**src/rtl/mult_seq_ctrl_if.sv**
```systemverilog
// -----------------------------------------------------------------------------
// mult_seq_ctrl_if
// Handshake and strobe bundle between the shift-add multiplier sequencer and
// its surroundings (system side: start/ready/busy/done/shifts, datapath side:
// load/psel/reg_en/shift_en plus the zflag/lsb_multiplier status bits).
//
//   start          system   -> sequencer  request a new multiplication
//   zflag          datapath -> sequencer  multiplier register is zero
//   lsb_multiplier datapath -> sequencer  current multiplier LSB
//   load           sequencer -> datapath  latch operands and sign
//   psel           sequencer -> datapath  0 = clear product, 1 = accumulate
//   reg_en         sequencer -> datapath  product register write enable
//   shift_en       sequencer -> datapath  shift multiplicand/multiplier
//   ready/busy/done sequencer -> system   status
//   shifts         sequencer -> system    shifts done in last/current op
//
// modport master : the sequencer itself.
// modport slave  : whatever drives start and the datapath status bits.
// -----------------------------------------------------------------------------
interface mult_seq_ctrl_if #(
  parameter int CNT_W = 4
);
  logic             start;
  logic             zflag;
  logic             lsb_multiplier;
  logic             load;
  logic             psel;
  logic             reg_en;
  logic             shift_en;
  logic             ready;
  logic             busy;
  logic             done;
  logic [CNT_W-1:0] shifts;

  modport master (
    input  start, zflag, lsb_multiplier,
    output load, psel, reg_en, shift_en, ready, busy, done, shifts
  );

  modport slave (
    output start, zflag, lsb_multiplier,
    input  load, psel, reg_en, shift_en, ready, busy, done, shifts
  );
endinterface

```
**src/rtl/mult_seq_ctrl.sv**
```systemverilog
// -----------------------------------------------------------------------------
// mult_seq_ctrl
// Sequencing controller for a shift-add signed multiplier datapath. After a
// start request it loads the operands (clearing the product), then walks the
// multiplier bit by bit: a one bit costs an ADD and a SHIFT cycle, a zero bit a
// single shift issued directly from RUN. The run ends after WIDTH shifts or,
// with EARLY_EXIT set, as soon as the remaining multiplier is zero.
//
// Parameters:
//   WIDTH      operand width, maximum number of shifts
//   CNT_W      shift counter width, 2**CNT_W must exceed WIDTH
//   EARLY_EXIT 1 = stop as soon as zflag is seen in RUN
//
// Ports:
//   clk    system clock, rising edge
//   rst_n  asynchronous active-low reset, aborts any operation silently
//   bus    mult_seq_ctrl_if master modport (start/status/strobes/shifts)
// -----------------------------------------------------------------------------
module mult_seq_ctrl #(
  parameter int WIDTH      = 8,
  parameter int CNT_W      = 4,
  parameter int EARLY_EXIT = 1
) (
  input logic            clk,
  input logic            rst_n,
  mult_seq_ctrl_if.master bus
);

  typedef enum logic [2:0] {
    S_IDLE,
    S_LOAD,
    S_RUN,
    S_ADD,
    S_SHIFT,
    S_DONE
  } state_t;

  localparam logic [CNT_W-1:0] CNT_MAX = CNT_W'(WIDTH);

  state_t           state;
  state_t           state_next;
  logic [CNT_W-1:0] count;

  logic             run_term;
  logic             load;
  logic             psel;
  logic             reg_en;
  logic             shift_en;
  logic             ready;
  logic             busy;
  logic             done;

  // Termination outranks add/shift, which keeps the counter from ever
  // passing WIDTH.
  assign run_term = ((EARLY_EXIT != 0) && bus.zflag) || (count == CNT_MAX);

  // ---------------------------------------------------------------------------
  // State register and shift counter
  // ---------------------------------------------------------------------------
  // NOTE: sequential state uses non-blocking assignments so every flop samples
  // pre-edge values; the async reset puts the controller in a safe idle state.
  always_ff @(posedge clk or negedge rst_n) begin
    if (!rst_n) begin
      state <= S_IDLE;
      count <= '0;
    end else begin
      state <= state_next;
      if (state == S_LOAD) begin
        count <= '0;
      end else if (shift_en) begin
        count <= count + 1'b1;
      end
    end
  end

  // ---------------------------------------------------------------------------
  // Next-state logic
  // ---------------------------------------------------------------------------
  // NOTE: every combinational output gets a default before the case so no
  // path leaves it unassigned, which would infer a latch.
  always_comb begin
    state_next = state;
    case (state)
      S_IDLE:  if (bus.start) state_next = S_LOAD;
      S_LOAD:  state_next = S_RUN;
      S_RUN: begin
        if (run_term) begin
          state_next = S_DONE;
        end else if (bus.lsb_multiplier) begin
          state_next = S_ADD;
        end
        // Zero bit: stay in RUN and shift.
      end
      S_ADD:   state_next = S_SHIFT;
      S_SHIFT: state_next = S_RUN;
      S_DONE:  state_next = S_IDLE;
      default: state_next = S_IDLE;
    endcase
  end

  // ---------------------------------------------------------------------------
  // Output decode. Strobes come from the state register; only the RUN-state
  // zero-bit shift also looks at the datapath status bits, never at start.
  // ---------------------------------------------------------------------------
  always_comb begin
    load     = 1'b0;
    psel     = 1'b0;
    reg_en   = 1'b0;
    shift_en = 1'b0;
    ready    = 1'b0;
    busy     = 1'b0;
    done     = 1'b0;
    case (state)
      S_IDLE:  ready = 1'b1;
      S_LOAD: begin
        load   = 1'b1;
        reg_en = 1'b1;   // psel=0 clears the product
        busy   = 1'b1;
      end
      S_RUN: begin
        busy     = 1'b1;
        shift_en = !run_term && !bus.lsb_multiplier;
      end
      S_ADD: begin
        reg_en = 1'b1;
        psel   = 1'b1;
        busy   = 1'b1;
      end
      S_SHIFT: begin
        shift_en = 1'b1;
        busy     = 1'b1;
      end
      S_DONE:  done = 1'b1;
      default: ready = 1'b0;
    endcase
  end

  assign bus.load     = load;
  assign bus.psel     = psel;
  assign bus.reg_en   = reg_en;
  assign bus.shift_en = shift_en;
  assign bus.ready    = ready;
  assign bus.busy     = busy;
  assign bus.done     = done;
  assign bus.shifts   = count;

endmodule

```
**src/flat_wrapper.sv**
```systemverilog
// flat-port wrapper written by rule: the top's interface ports become plain ports
module mult_seq_ctrl_flat 
#(
  parameter int WIDTH      = 8,
  parameter int CNT_W      = 4,
  parameter int EARLY_EXIT = 1
)
  (clk, rst_n, bus_start, bus_zflag, bus_lsb_multiplier, bus_load, bus_psel, bus_reg_en, bus_shift_en, bus_ready, bus_busy, bus_done, bus_shifts);
  mult_seq_ctrl_if #(.CNT_W(CNT_W)) bus_i ();
  input logic clk;
  input logic rst_n;
  input wire logic [$bits(bus_i.start)-1:0] bus_start;
  input wire logic [$bits(bus_i.zflag)-1:0] bus_zflag;
  input wire logic [$bits(bus_i.lsb_multiplier)-1:0] bus_lsb_multiplier;
  output wire logic [$bits(bus_i.load)-1:0] bus_load;
  output wire logic [$bits(bus_i.psel)-1:0] bus_psel;
  output wire logic [$bits(bus_i.reg_en)-1:0] bus_reg_en;
  output wire logic [$bits(bus_i.shift_en)-1:0] bus_shift_en;
  output wire logic [$bits(bus_i.ready)-1:0] bus_ready;
  output wire logic [$bits(bus_i.busy)-1:0] bus_busy;
  output wire logic [$bits(bus_i.done)-1:0] bus_done;
  output wire logic [$bits(bus_i.shifts)-1:0] bus_shifts;
  assign bus_i.start = bus_start;
  assign bus_i.zflag = bus_zflag;
  assign bus_i.lsb_multiplier = bus_lsb_multiplier;
  assign bus_load = bus_i.load;
  assign bus_psel = bus_i.psel;
  assign bus_reg_en = bus_i.reg_en;
  assign bus_shift_en = bus_i.shift_en;
  assign bus_ready = bus_i.ready;
  assign bus_busy = bus_i.busy;
  assign bus_done = bus_i.done;
  assign bus_shifts = bus_i.shifts;
  mult_seq_ctrl #(.WIDTH(WIDTH), .CNT_W(CNT_W), .EARLY_EXIT(EARLY_EXIT)) u_core (.clk(clk), .rst_n(rst_n), .bus(bus_i));
endmodule
```
**config.mk**
```make
export PLATFORM = sky130hd
export DESIGN_NAME = mult_seq_ctrl_flat
export DESIGN_NICKNAME = d
export VERILOG_FILES = /design/src/rtl/mult_seq_ctrl_if.sv /design/src/rtl/mult_seq_ctrl.sv /design/src/flat_wrapper.sv
export SDC_FILE = /design/constraint.sdc
export NUM_CORES = 1
export LEC_CHECK = 0
export CAP_MARGIN = 25
export CORE_MARGIN = 2
export CORE_UTILIZATION = 35
export DETAILED_ROUTE_END_ITERATION = 10
export SLEW_MARGIN = 20
export SYNTH_ARGS = -nofsm -noshare
export SYNTH_HDL_FRONTEND = slang
export SYNTH_SLANG_ARGS = --single-unit
```
**constraint.sdc**
```tcl
create_clock -name clk -period 1.35 [get_ports clk]
set_input_delay 0.405 -clock clk [delete_from_list [all_inputs] [get_ports clk]]
set_output_delay 0.405 -clock clk [all_outputs]
set_load 0.01 [all_outputs]
```
After elaboration in Yosys (flattened, before gate mapping)
Index checks and enable logic that the tools add are counted.
{"block": "op_classes", "addsub": 1, "n_eq_ne": 8, "n_mux": 13, "n_reduce_logical": 10}
{"op": "$pmux 3 s4", "n": 1}
{"op": "$mux 3", "n": 3}
{"op": "$mux 4", "n": 2}
{"op": "$eq 3x2->1 const B", "n": 2}
{"op": "$eq 3x3->1 const B", "n": 2}
{"op": "$mux 1", "n": 6}
{"op": "$add 4x1->4 const B", "n": 1}
{"op": "$eq 4x4->1 const B", "n": 1}
{"op": "$reduce_or 2->1", "n": 2}
{"op": "$reduce_or 4->1", "n": 1}
{"op": "$eq 3x1->1 const B", "n": 1}
{"op": "$logic_not 3->1", "n": 1}
{"op": "$ne 3x2->1 const B", "n": 1}
{"op": "$logic_not 1->1", "n": 2}
{"op": "$ne 2x2->1 const B", "n": 1}
{"op": "$pmux 1 s2", "n": 1}
{"op": "$reduce_and 2->1", "n": 1}
{"op": "$reduce_bool 2->1", "n": 1}
{"op": "$logic_and 1x1->1", "n": 1}
{"op": "$logic_or 1x1->1", "n": 1}
{"block": "totals", "reg_bits": 7, "output_inout_bits": 11}

Logic depth before layout (Yosys ltp)
Gate-level depths: netlist of the first run.
{"block": "depth", "word_depth": 7, "depth_mapped": 6}

Least setup slack after synthesis of the first run
OpenSTA, ideal clock, no wires.
{"block": "synth_path", "kind": "reg-to-reg", "start": "reg u_core.count[0] (netlist: u_core.bus.shifts[0])", "end": "reg u_core.count[0] (netlist: u_core.bus.shifts[0])", "setup_ns": 0.087, "t_arrival_ns": 1.428, "t_required_ns": 1.263, "setup_slack_ns": -0.164, "path_stages_with_launch": 7, "n_path_buf": 0, "path_cell_list": "dfrtp_1 -> inv_1 -> ha_1 -> nand3b_4 -> nand2_2 -> or4b_1 -> o211ai_1"}
{"block": "synth_via", "elab_chain_len": 6, "word_cells_on_any_way": 9, "classes_between": "add/sub (1); eq/ne (1); mux (3); reduce/logical (4)"}
{"element": "start: declaration", "line_no": "mult_seq_ctrl.sv:42", "rtl": "logic [CNT_W-1:0] count;"}
{"element": "start signal: assignment", "line_no": "mult_seq_ctrl.sv:71", "rtl": "count <= count + 1'b1;"}
{"element": "$eq 4x4->1", "line_no": "mult_seq_ctrl.sv:55", "rtl": "assign run_term = ((EARLY_EXIT != 0) && bus.zflag) || (count == CNT_MAX);"}
{"element": "$logic_or 1x1->1", "line_no": "mult_seq_ctrl.sv:55"}
{"element": "$logic_not 1->1", "line_no": "mult_seq_ctrl.sv:122", "rtl": "shift_en = !run_term && !bus.lsb_multiplier;"}
{"element": "$logic_and 1x1->1", "line_no": "mult_seq_ctrl.sv:122"}
{"element": "$pmux 1 s2", "line_no": "mult_seq_ctrl.sv:113", "rtl": "case (state)"}
{"element": "$reduce_bool 2->1 (no line)"}
Several ways; a longest one is shown, not always the timed one. The select of a mux whose other input is x is not followed.
A chain may end at the register's enable or synchronous reset.

Final worst setup path of the first run
{"block": "layout_path", "start": "reg u_core.state[0]", "end": "out bus_psel"}
{"block": "layout_via", "elab_chain_len": 2}
{"element": "start: declaration", "line_no": "mult_seq_ctrl.sv:40", "rtl": "state_t state;"}
{"element": "start signal: assignment", "line_no": "mult_seq_ctrl.sv:67", "rtl": "state <= state_next;"}
{"element": "$eq 3x2->1", "line_no": "mult_seq_ctrl.sv:113"}
{"element": "$mux 1", "line_no": "mult_seq_ctrl.sv:113"}
{"element": "end: declaration", "line_no": "flat_wrapper.sv:16", "rtl": "output wire logic [$bits(bus_i.psel)-1:0] bus_psel;"}
Every way passes these cells.

==> key figures, run 1 <==
Worst setup path
  – Endpoint required time on the critical path: 0.95 ns
  – CP max FO: 4
  – Setup crit start kind: flip-flop
  – CP Depth: 5
  – CP Cell Sequence: buf_12, buf_6, nor2b_4, and2_1, buf_2
  – Crit-path leading delay family: flip-flops
  – Arr. time, crit path: 1.32 ns
  – Start-to-end type of the worst setup path: flip-flop to output port
  – Largest stage delay on the critical path: 0.42 ns
  – Capturing element type of the critical path: output port
  – Worst-path cell with the longest stage delay: dfrtp_2
  – R2r worst-path depth: 6
  – Critical path buffer and inverter count: 3

Routing
  – DRT Pass-1 Iters: 4
  – Wire length after detailed routing: 1923 um
  – Mean routed wirelength per cell: 14.46 um
  – Via total after detailed routing: 715
  – DR DRC count: 0
  – Count of nets left with antenna violations after detail routing: 0
  – Average via count per standard cell: 5.376
  – Initial DRC Count: 10

STA
  – Max Clock Skew: 0.004871 ns
  – Setup violations, final: 10
  – Total negative slack for setup checks: -2.566 ns
  – Final setup margin: -0.3738 ns
  – Final hold vios: 0
  – Setup repair after global routing missed its margin: yes
  – WHS: 0.4082 ns
  – Final period demand of the worst path: 1.724 ns
  – Least-Margin Pin Slew: 0.3317 ns
  – Final period util: 1.277
  – Fmax: 580.1 MHz
  – Count of pins over their slew limit: 0
  – Worst max-slew margin expressed relative to the limit: 0.7782

Global route
  – Pin count of the biggest net entering global routing: 15
  – Antenna violations before repair: 0
  – GRT Util Overall: 0.2051
  – Total congestion overflow after global routing: 0
  – First-pass GRT wire length: 2842 um
  – Vias in the first global route: 639

Job
  – Number of maximum-capacitance constraint violations: 0

Logic synthesis
  – Mean Syn Cell Area: 8.666 um^2
  – Post-synthesis instance area: 589.3 um^2
  – Share of the yosys chip area belonging to registers: 0.2972
  – Number of unique standard cell types used by synthesis: 34
  – Synth warnings: 0
  – Area fraction of the dominant cell type after synthesis: 0.2972
  – Syn Nets: 75
  – Post-synthesis cell type with the largest combined area: dfrtp_1
  – Number of flip-flops and latches in the synthesized netlist: 7
  – Post-synthesis cell count: 68
  – Leading cell types by total area after synthesis: dfrtp_1 (30%), nand2_1 (4.5%), ha_1 (4.2%), buf_4 (3.8%), nor4_4 (3.6%)

Clock network
  – Clock transition at the registers of the reported paths: 0.05 ns
  – CTS Buf Count: 3
  – Clock H-tree levels: 1
  – TritonCTS clock tree: built
  – Clock insertion delay at the later pin of the skew report: 0.26 ns
  – Number of clock sinks: 7
  – CTS root buf: clkbuf_4
  – Hold_buf cts: 0
  – Maximum count of clock buffers along a single path: 2

Layout
  – Share of layout cells above drive strength 1: 0.6496
  – Layout Area Growth over Synthesis: 95.75%
  – Final cell count without fillers: 133
  – N_diodes: 0
  – Layout Nets: 125
  – Filler Cells Inserted: 110

Die
  – Ports placed on the boundary: 16
  – Count of standard-cell rows: 14
  – Height of the die: 45.04 um
  – Core box area: 1541 um^2
  – Starting density of the core: 0.3823
  – X dimension of the die: 45.04 um
  – Die ar.: 2028 um^2

Placed design
  – Placed cell count: 115
  – RePlAce Congestion: 0.7714
  – Buffers on Ports: 15
  – HPWL reported at the end of detailed placement: 1169 um

Hold path
  – Worst hold-check path type: primary input to asynchronous set/reset pin

Power and ir drop
  – VDD IR-drop max: 1.494 mV
  – Power density over the cells: 2079 nW/um^2
  – Leakage power summed over all cells: 0.5330 nW

Run status
  – Run status: finished, violations left
  – Violations in the final reports: negative setup slack
[report_power, final]
group	leakage [nW]	internal [W]	total [W]	switching (W)
Clock	0.0150	0.000113	0.000195	0.0000816
Combinational	0.431	0.00102	0.00182	0.000803
Sequential	0.0876	0.000291	0.000385	0.0000939
[per-stage QoR]
step | utilization | worst slack, ns | instance area (um^2) | total power, W
floorplan | - | -0.07292 | 624.3 | 0.001171
global placement | 0.5950 | -0.9210 | 917.1 | 0.001774
detailed placement | 0.5950 | -0.9523 | 917.1 | 0.001772
CTS | 0.6696 | -0.4341 | 1032 | 0.002195
global route | 0.7484 | -0.4194 | 1154 | 0.002568
finish | 0.7484 | -0.3738 | 1154 | 0.002399
[area by class of cell]
class | instances | area [um^2] | share of cell area
multi-input cells | 54 | 461.7 | 0.4002
repair buffers | 50 | 459.2 | 0.3980
flip-flops and latches | 7 | 178.9 | 0.1551
clock buffers | 4 | 26.28 | 0.02278
well taps | 16 | 20.02 | 0.01735
inverters | 2 | 7.507 | 0.006508
[repair_timing]
| action | 4_1_cts | 5_1_grt |
|---|---|---|
| setup endpoints to repair | 17 | 17 |
| buffers inserted | 8 | 9 |
| resized for setup | 67 | 14 |
| pin swaps | 12 | 9 |
[cells in the final DEF, fill, tap and decap left out, types with 2 or more instances in the layout]
cell,count
buf_4,22
a21oi_1,2
buf_6,17
nor2b_4,2
dfrtp_1,4
buf_12,2
nor2_1,3
nand2_2,3
nand3_1,2
a311oi_2,2
inv_2,2
clkbuf_4,3
dlygate4sd2_1,2
buf_2,5
o211ai_1,2
o21ai_0,2
dfrtp_2,3
a21boi_0,2
nand2_1,4
clkdlybuf4s50_1,2
nor3_2,2
o22ai_1,2
[worst reg2reg max path, stage by stage (launching register included)]
cell      delay (ns)
dfrtp_2         0.42
buf_4           0.15
buf_6           0.12
nor3_4          0.13
nand2_2         0.08
or4b_1          0.48
o211ai_1        0.09
[sequential cells by signal, indices dropped and copies added (netlist names)]
signal             count
u_core.bus.shifts      4
u_core.state           3
[final timing paths]
kind | start | end | slack [ns]
min in group clk | u_core.state[2]$_DFFE_PN0P_ | u_core.state[0]$_DFFE_PN0P_ | 0.70
max in group asynchronous | rst_n | u_core.state[0]$_DFFE_PN0P_ | 0.67
hold reg to reg | u_core.state[2]$_DFFE_PN0P_ | u_core.state[0]$_DFFE_PN0P_ | 0.70
setup reg to reg | u_core.state[0]$_DFFE_PN0P_ | u_core.bus.shifts[0]$_DFFE_PN0P_ | -0.21
hold / removal | rst_n | u_core.bus.shifts[3]$_DFFE_PN0P_ | 0.41
setup / recovery | u_core.state[0]$_DFFE_PN0P_ | bus_psel | -0.37
[synth_stat cells]
| library cell | number |
|---|---|
| dfrtp_1 | 7 |
| nand2_1 | 7 |
| nor2_1 | 5 |
| a21oi_1 | 3 |
| buf_4 | 3 |
| nand3_1 | 3 |
| nor2b_1 | 3 |
| nor3_1 | 3 |
| o21ai_0 | 3 |
| a21boi_0 | 2 |
| a311oi_1 | 2 |
| ha_1 | 2 |
| inv_1 | 2 |
| o211ai_1 | 2 |
| o22ai_1 | 2 |
| a21boi_1 | 1 |
| a2bb2oi_1 | 1 |
| and2_1 | 1 |
| and3_2 | 1 |
| and3b_1 | 1 |
| buf_2 | 1 |
| clkbuf_1 | 1 |
| mux2i_1 | 1 |
| nand2_2 | 1 |
| nand2b_1 | 1 |
| nand3b_1 | 1 |
| nand3b_4 | 1 |
| nand4_1 | 1 |
| nor3_4 | 1 |
| nor4_4 | 1 |
| or2_2 | 1 |
| or4b_1 | 1 |
| xnor2_1 | 1 |
| xor2_1 | 1 |
[cells by family after synthesis]
logic type | Yosys count | synth area share
multiplexers | 1 | 0.01699
flip-flops | 7 | 0.2972
adder cells (fa/ha/maj) | 2 | 0.04246
XOR/XNOR | 2 | 0.02973
AND/OR/NAND/NOR | 33 | 0.3674
AO/OA/AOI/OAI | 16 | 0.1804
buffers and inverters | 7 | 0.06581
[routing by layer]
layer | vias to the layer above | global-route usage | share of wire | wire (um)
met5 | - | 0 | 0 | 0
met4 | 0 | 0.08824 | 0.018 | 34
met3 | 7 | 0.08400 | 0.043 | 82
met2 | 17 | 0.3257 | 0.53 | 1010
met1 | 351 | 0.2431 | 0.41 | 795
li1 | 340 | - | - | -
Note: power is estimated with default switching activity, not from simulation.
==> inputs of run 2 (changes only) <==
Settings changed: CELL_PAD_IN_SITES_DETAIL_PLACEMENT set to 0, CELL_PAD_IN_SITES_GLOBAL_PLACEMENT set to 1, CORE_UTILIZATION 35 to 30, PLACE_DENSITY_LB_ADDON set to 0.1, REMOVE_ABC_BUFFERS set to 1.
==> key figures, run 2 (same netlist as run 1, synthesis figures left out) <==
Layout
  – Top library cells by usage in the layout, fill and taps aside: buf_6 (24), buf_4 (20), buf_2 (5), dfrtp_1 (5), nand2_1 (4)
  – Layout Nets: 130
  – N_diodes: 0
  – Layout Area Growth over Synthesis: 114.4%
  – Largest register FFs: 4
  – Share of layout cells above drive strength 1: 0.6639
  – Leading cell type in the layout, fill and taps excluded: buf_6
  – Final cell count without fillers: 149

Routing
  – Initial DRC Count: 7
  – DR DRC count: 0
  – Average via count per standard cell: 4.725
  – Wire length after detailed routing: 2012 um
  – DRT Pass-1 Iters: 4
  – Count of nets left with antenna violations after detail routing: 0
  – Mean routed wirelength per cell: 13.50 um
  – Via total after detailed routing: 704

Placed design
  – Pre-CTS worst setup slack: -0.8473 ns
  – Buffers on Ports: 15
  – Placed cell count: 126
  – RePlAce Congestion: 0.8080
  – HPWL reported at the end of detailed placement: 1237 um

Worst setup path
  – Critical path buffer and inverter count: 2
  – CP Cell Sequence: buf_6, nor4_4, nand3_1, nand2_1, buf_2
  – CP max FO: 3
  – Crit-path leading delay family: simple AND/OR/NAND/NOR gates
  – Endpoint required time on the critical path: 0.95 ns
  – Arr. time, crit path: 1.37 ns
  – Setup crit start kind: flip-flop
  – Start-to-end type of the worst setup path: flip-flop to output port
  – Largest stage delay on the critical path: 0.43 ns
  – Worst-path cell with the longest stage delay: dfrtp_2
  – Capturing element type of the critical path: output port

Clock network
  – TritonCTS clock tree: built
  – Number of clock sinks: 7
  – Clock transition at the registers of the reported paths: 0.06 ns
  – Maximum count of clock buffers along a single path: 2
  – Clock H-tree levels: 1
  – Clock insertion delay at the later pin of the skew report: 0.26 ns
  – Hold_buf cts: 0
  – CTS root buf: clkbuf_4
  – CTS Buf Count: 3

Power and ir drop
  – Tot Pwr: 0.002831 W
  – Switching power share of the total: 0.3875
  – Portion of total power attributed to sequential cells: 0.131
  – Leakage power summed over all cells: 0.6006 nW
  – Power density over the cells: 2240 nW/um^2
  – Combinational cell fraction of total power: 0.799
  – Internal Pwr Total: 0.001734 W
  – VDD IR-drop max: 1.408 mV
  – Sw power: 0.001097 W
  – Clk pwr share: 0.070

STA
  – Setup repair after global routing missed its margin: yes
  – Least-Margin Pin Slew: 0.3481 ns
  – Final setup margin: -0.4231 ns
  – Worst max-slew margin expressed relative to the limit: 0.7672
  – Final period util: 1.313
  – Final period demand of the worst path: 1.773 ns
  – Fmax: 564.0 MHz
  – Final hold vios: 0
  – Max Clock Skew: 0.004193 ns
  – Setup violations, final: 12
  – Count of pins over their slew limit: 0

Global route
  – Pin count of the biggest net entering global routing: 13
  – Antenna violations before repair: 0
  – Total congestion overflow after global routing: 0
  – GRT Util Overall: 0.1779
  – Vias in the first global route: 700
  – First-pass GRT wire length: 3160 um

Die
  – Die ar.: 2335 um^2
  – Starting density of the core: 0.3099
  – Ports placed on the boundary: 16
  – Core box area: 1902 um^2
  – X dimension of the die: 48.32 um
  – Count of standard-cell rows: 16
  – Height of the die: 48.32 um

Hold path
  – Worst hold-check path type: primary input to asynchronous set/reset pin

Run status
  – Violations in the final reports: negative setup slack
  – Run status: finished, violations left

Job
  – Number of maximum-capacitance constraint violations: 0
-- run 2: worst paths after layout --
| kind | from | endpoint | slack [ns] | depth (start not counted) |
|---|---|---|---|---|
| max in group asynchronous | rst_n | u_core.state[0]$_DFFE_PN0P_ | 0.65 | 1 |
| worst min register to register | u_core.state[0]$_DFFE_PN0P_ | u_core.state[0]$_DFFE_PN0P_ | 0.58 | 2 |
| worst max-delay path | u_core.state[0]$_DFFE_PN0P_ | bus_shift_en | -0.42 | 5 |
| worst max register to register | u_core.bus.shifts[0]$_DFFE_PN0P_ | u_core.bus.shifts[0]$_DFFE_PN0P_ | -0.26 | 7 |
| worst min-delay path | rst_n | u_core.bus.shifts[2]$_DFFE_PN0P_ | 0.42 | 1 |
| min in group clk | u_core.state[0]$_DFFE_PN0P_ | u_core.state[0]$_DFFE_PN0P_ | 0.58 | 2 |
-- run 2: per-layer routing --
metal  vias up  GRT usage  share of wire  wire (um)
met5         -          0              0          0
met2        19     0.3310           0.56       1123
met1       329     0.1804           0.38        758
li1        350          -              -          -
met3         6    0.06173          0.043         87
met4         0    0.07143          0.022         44
-- run 2: power groups by stage --
stage               Sequential, W  Combinational, W  Clock [W]
finish                   0.000370           0.00226   0.000198
global route             0.000383           0.00244   0.000228
CTS                      0.000361           0.00174   0.000201
detailed placement       0.000394           0.00132          0
global placement         0.000393           0.00131          0
floorplan                0.000478          0.000515          0
-- run 2: stage by stage --
stage	utilization	hold slack (ns)	cell area, um^2	setup TNS, ns
2_1_floorplan	-	0.1094	558.0	-0.6280
3_5_place_dp	0.4730	0.6300	899.6	-6.309
4_1_cts	0.5724	0.4178	1089	-2.311
5_1_grt	0.6645	0.4254	1264	-4.100
6_report	0.6645	0.4169	1264	-3.251
3_3_place_gp	0.4730	0.6161	899.6	-6.138
-- run 2: worst register-to-register path: stages, from the launching register on --
cell	delay, ns
dfrtp_1	0.37
inv_1	0.10
ha_4	0.18
nand3b_4	0.08
buf_6	0.12
nand2_2	0.06
or4b_1	0.51
o211ai_1	0.11
-- run 2: layout make-up --
type                       count  area, um^2
inverter                       2       7.507
multi-input combinational     54       495.5
sequential                     7       177.7
fill                         162       638.1
clock buffer                   4       26.28
timing repair buffer          55       523.0
tap                           27       33.78
-- run 2: what timing repair did --
action	in CTS	in global routing
gates resized for setup	79	28
endpoints found under the hold margin	0	0
endpoints found under the setup margin	16	15
buffers inserted	13	10
cloned	0	1
pin swaps	15	14
==> inputs of run 3 (changes only) <==
Clock period 1.35 ns to 1.44 ns, I/O delays scaled along.
==> key figures, run 3 (same netlist as run 1, synthesis figures left out) <==
Run status
  – Run status: finished, violations left
  – Violations in the final reports: negative setup slack

Layout
  – Layout Area Growth over Synthesis: 103.4%
  – Finished Cell Area: 1199 um^2
  – Filler Cells Inserted: 159
  – Leading cell type in the layout, fill and taps excluded: buf_4
  – Area of the multi-input gates: 455.4 um^2
  – N_diodes: 0
  – Final core utilization: 0.6303
  – Final cell count without fillers: 153
  – Share of layout cells above drive strength 1: 0.6270
  – Layout Nets: 134
  – Top library cells by usage in the layout, fill and taps aside: buf_4 (31), buf_6 (17), buf_2 (7), nand2_1 (5), dfrtp_1 (5)
  – Area of all sequential standard cells: 177.7 um^2
  – Largest register FFs: 4

Power and ir drop
  – Leakage power summed over all cells: 0.5813 nW
  – Tot Pwr: 0.002470 W
  – VDD IR-drop max: 1.203 mV
  – Power density over the cells: 2060 nW/um^2

STA
  – Total negative slack for setup checks: -2.262 ns
  – Setup repair after global routing missed its margin: yes
  – Fmax: 549.2 MHz
  – Final period demand of the worst path: 1.821 ns
  – Final period util: 1.264
  – Count of pins over their slew limit: 0
  – Least-Margin Pin Slew: 0.3506 ns
  – Max Clock Skew: 0.003165 ns
  – Final hold vios: 0
  – Setup violations, final: 10
  – Final setup margin: -0.3808 ns
  – Worst max-slew margin expressed relative to the limit: 0.7656

Routing
  – Mean routed wirelength per cell: 12.89 um
  – Wire length after detailed routing: 1972 um
  – DR DRC count: 0
  – DRT Pass-1 Iters: 4
  – Initial DRC Count: 9
  – Count of nets left with antenna violations after detail routing: 0
  – Via total after detailed routing: 729
  – Average via count per standard cell: 4.765

Worst setup path
  – CP max FO: 3
  – Start-to-end type of the worst setup path: flip-flop to output port
  – Arr. time, crit path: 1.39 ns
  – Setup crit start kind: flip-flop
  – Capturing element type of the critical path: output port
  – Endpoint required time on the critical path: 1.01 ns

Placed design
  – HPWL reported at the end of detailed placement: 1249 um
  – Cell Area, Placed: 892.1 um^2
  – Buffers on Ports: 15
  – RePlAce Congestion: 0.8160
  – Placed cell count: 125

Clock network
  – Clock insertion delay at the later pin of the skew report: 0.26 ns
  – Maximum count of clock buffers along a single path: 2
  – Hold_buf cts: 0
  – Clock H-tree levels: 1
  – Number of clock sinks: 7
  – CTS Buf Count: 3
  – TritonCTS clock tree: built
  – CTS root buf: clkbuf_4
  – Clock transition at the registers of the reported paths: 0.06 ns

Hold path
  – Worst hold-check path type: primary input to asynchronous set/reset pin

Die
  – Ports placed on the boundary: 16
  – Core box area: 1902 um^2
  – X dimension of the die: 48.32 um
  – Starting density of the core: 0.3099
  – Die ar.: 2335 um^2
  – Count of standard-cell rows: 16
  – Height of the die: 48.32 um

Job
  – Number of maximum-capacitance constraint violations: 0

Global route
  – Antenna violations before repair: 0
  – First-pass GRT wire length: 3201 um
  – Vias in the first global route: 754
  – Total congestion overflow after global routing: 0
  – Pin count of the biggest net entering global routing: 8
  – GRT Util Overall: 0.1763
## run 3: changes by cell type in the layout (fill, tap and decap cells not counted), sizes merged
cell           previous run  this run
clkdlybuf4s15             0         1
buf                      50        55
clkbuf                    5         4
dlygate4sd2               2         1
## run 3: routing by layer
metal  share of wire  vias to the layer above  track usage
li1                -                      363            -
met1            0.40                      338       0.1934
met2            0.52                       20       0.3171
met3           0.042                        8      0.02778
met4           0.035                        0       0.1095
met5               0                        -            0
## run 3: power by group
part	internal (W)	switching (W)	total, W
clock network	0.000107	0.0000856	0.000192
logic	0.00113	0.000809	0.00194
registers	0.000270	0.0000695	0.000339
total	0.00151	0.000964	0.00247
## run 3: cell type report
type	count	share of cell area
repair buffers	59	0.4154
multi-input cells	54	0.3800
flip-flops and latches	7	0.1482
well taps	27	0.02818
clock buffers	4	0.02192
inverters	2	0.006263
## run 3: worst paths after layout
kind                                             startpoint                               end  slack, ns  cells after the start
worst max-delay path            u_core.state[0]$_DFFE_PN0P_                      bus_shift_en      -0.38                      5
worst min-delay path                                  rst_n  u_core.bus.shifts[2]$_DFFE_PN0P_       0.44                      1
worst max register to register  u_core.state[0]$_DFFE_PN0P_  u_core.bus.shifts[0]$_DFFE_PN0P_      -0.16                      6
worst min register to register  u_core.state[2]$_DFFE_PN0P_       u_core.state[0]$_DFFE_PN0P_       0.68                      3
max in group asynchronous                             rst_n       u_core.state[0]$_DFFE_PN0P_       0.72                      1
min in group clk                u_core.state[2]$_DFFE_PN0P_       u_core.state[0]$_DFFE_PN0P_       0.68                      3
## run 3: worst max-delay path, cell delays in order (launching register included)
cell and delay, ns:
dfrtp_2 0.43, buf_4 0.15, nor4_4 0.27, nand3_1 0.10
nand2_1 0.07, buf_2 0.12
## run 3: what timing repair did
| action | CTS | global route |
|---|---|---|
| hold endpoints to repair | 0 | 0 |
| setup endpoints to repair | 15 | 12 |
| pin swaps | 14 | 7 |
| setup buffers | 24 | 5 |
| resized for setup | 74 | 15 |
## run 3: stage by stage
step | hold slack [ns] | worst slack, ns
detailed placement | 0.6215 | -0.8417
finish | 0.4445 | -0.3808
floorplan | 0.1364 | -0.1159
global placement | 0.6160 | -0.8009
CTS | 0.4480 | -0.3916
global route | 0.4635 | -0.4297
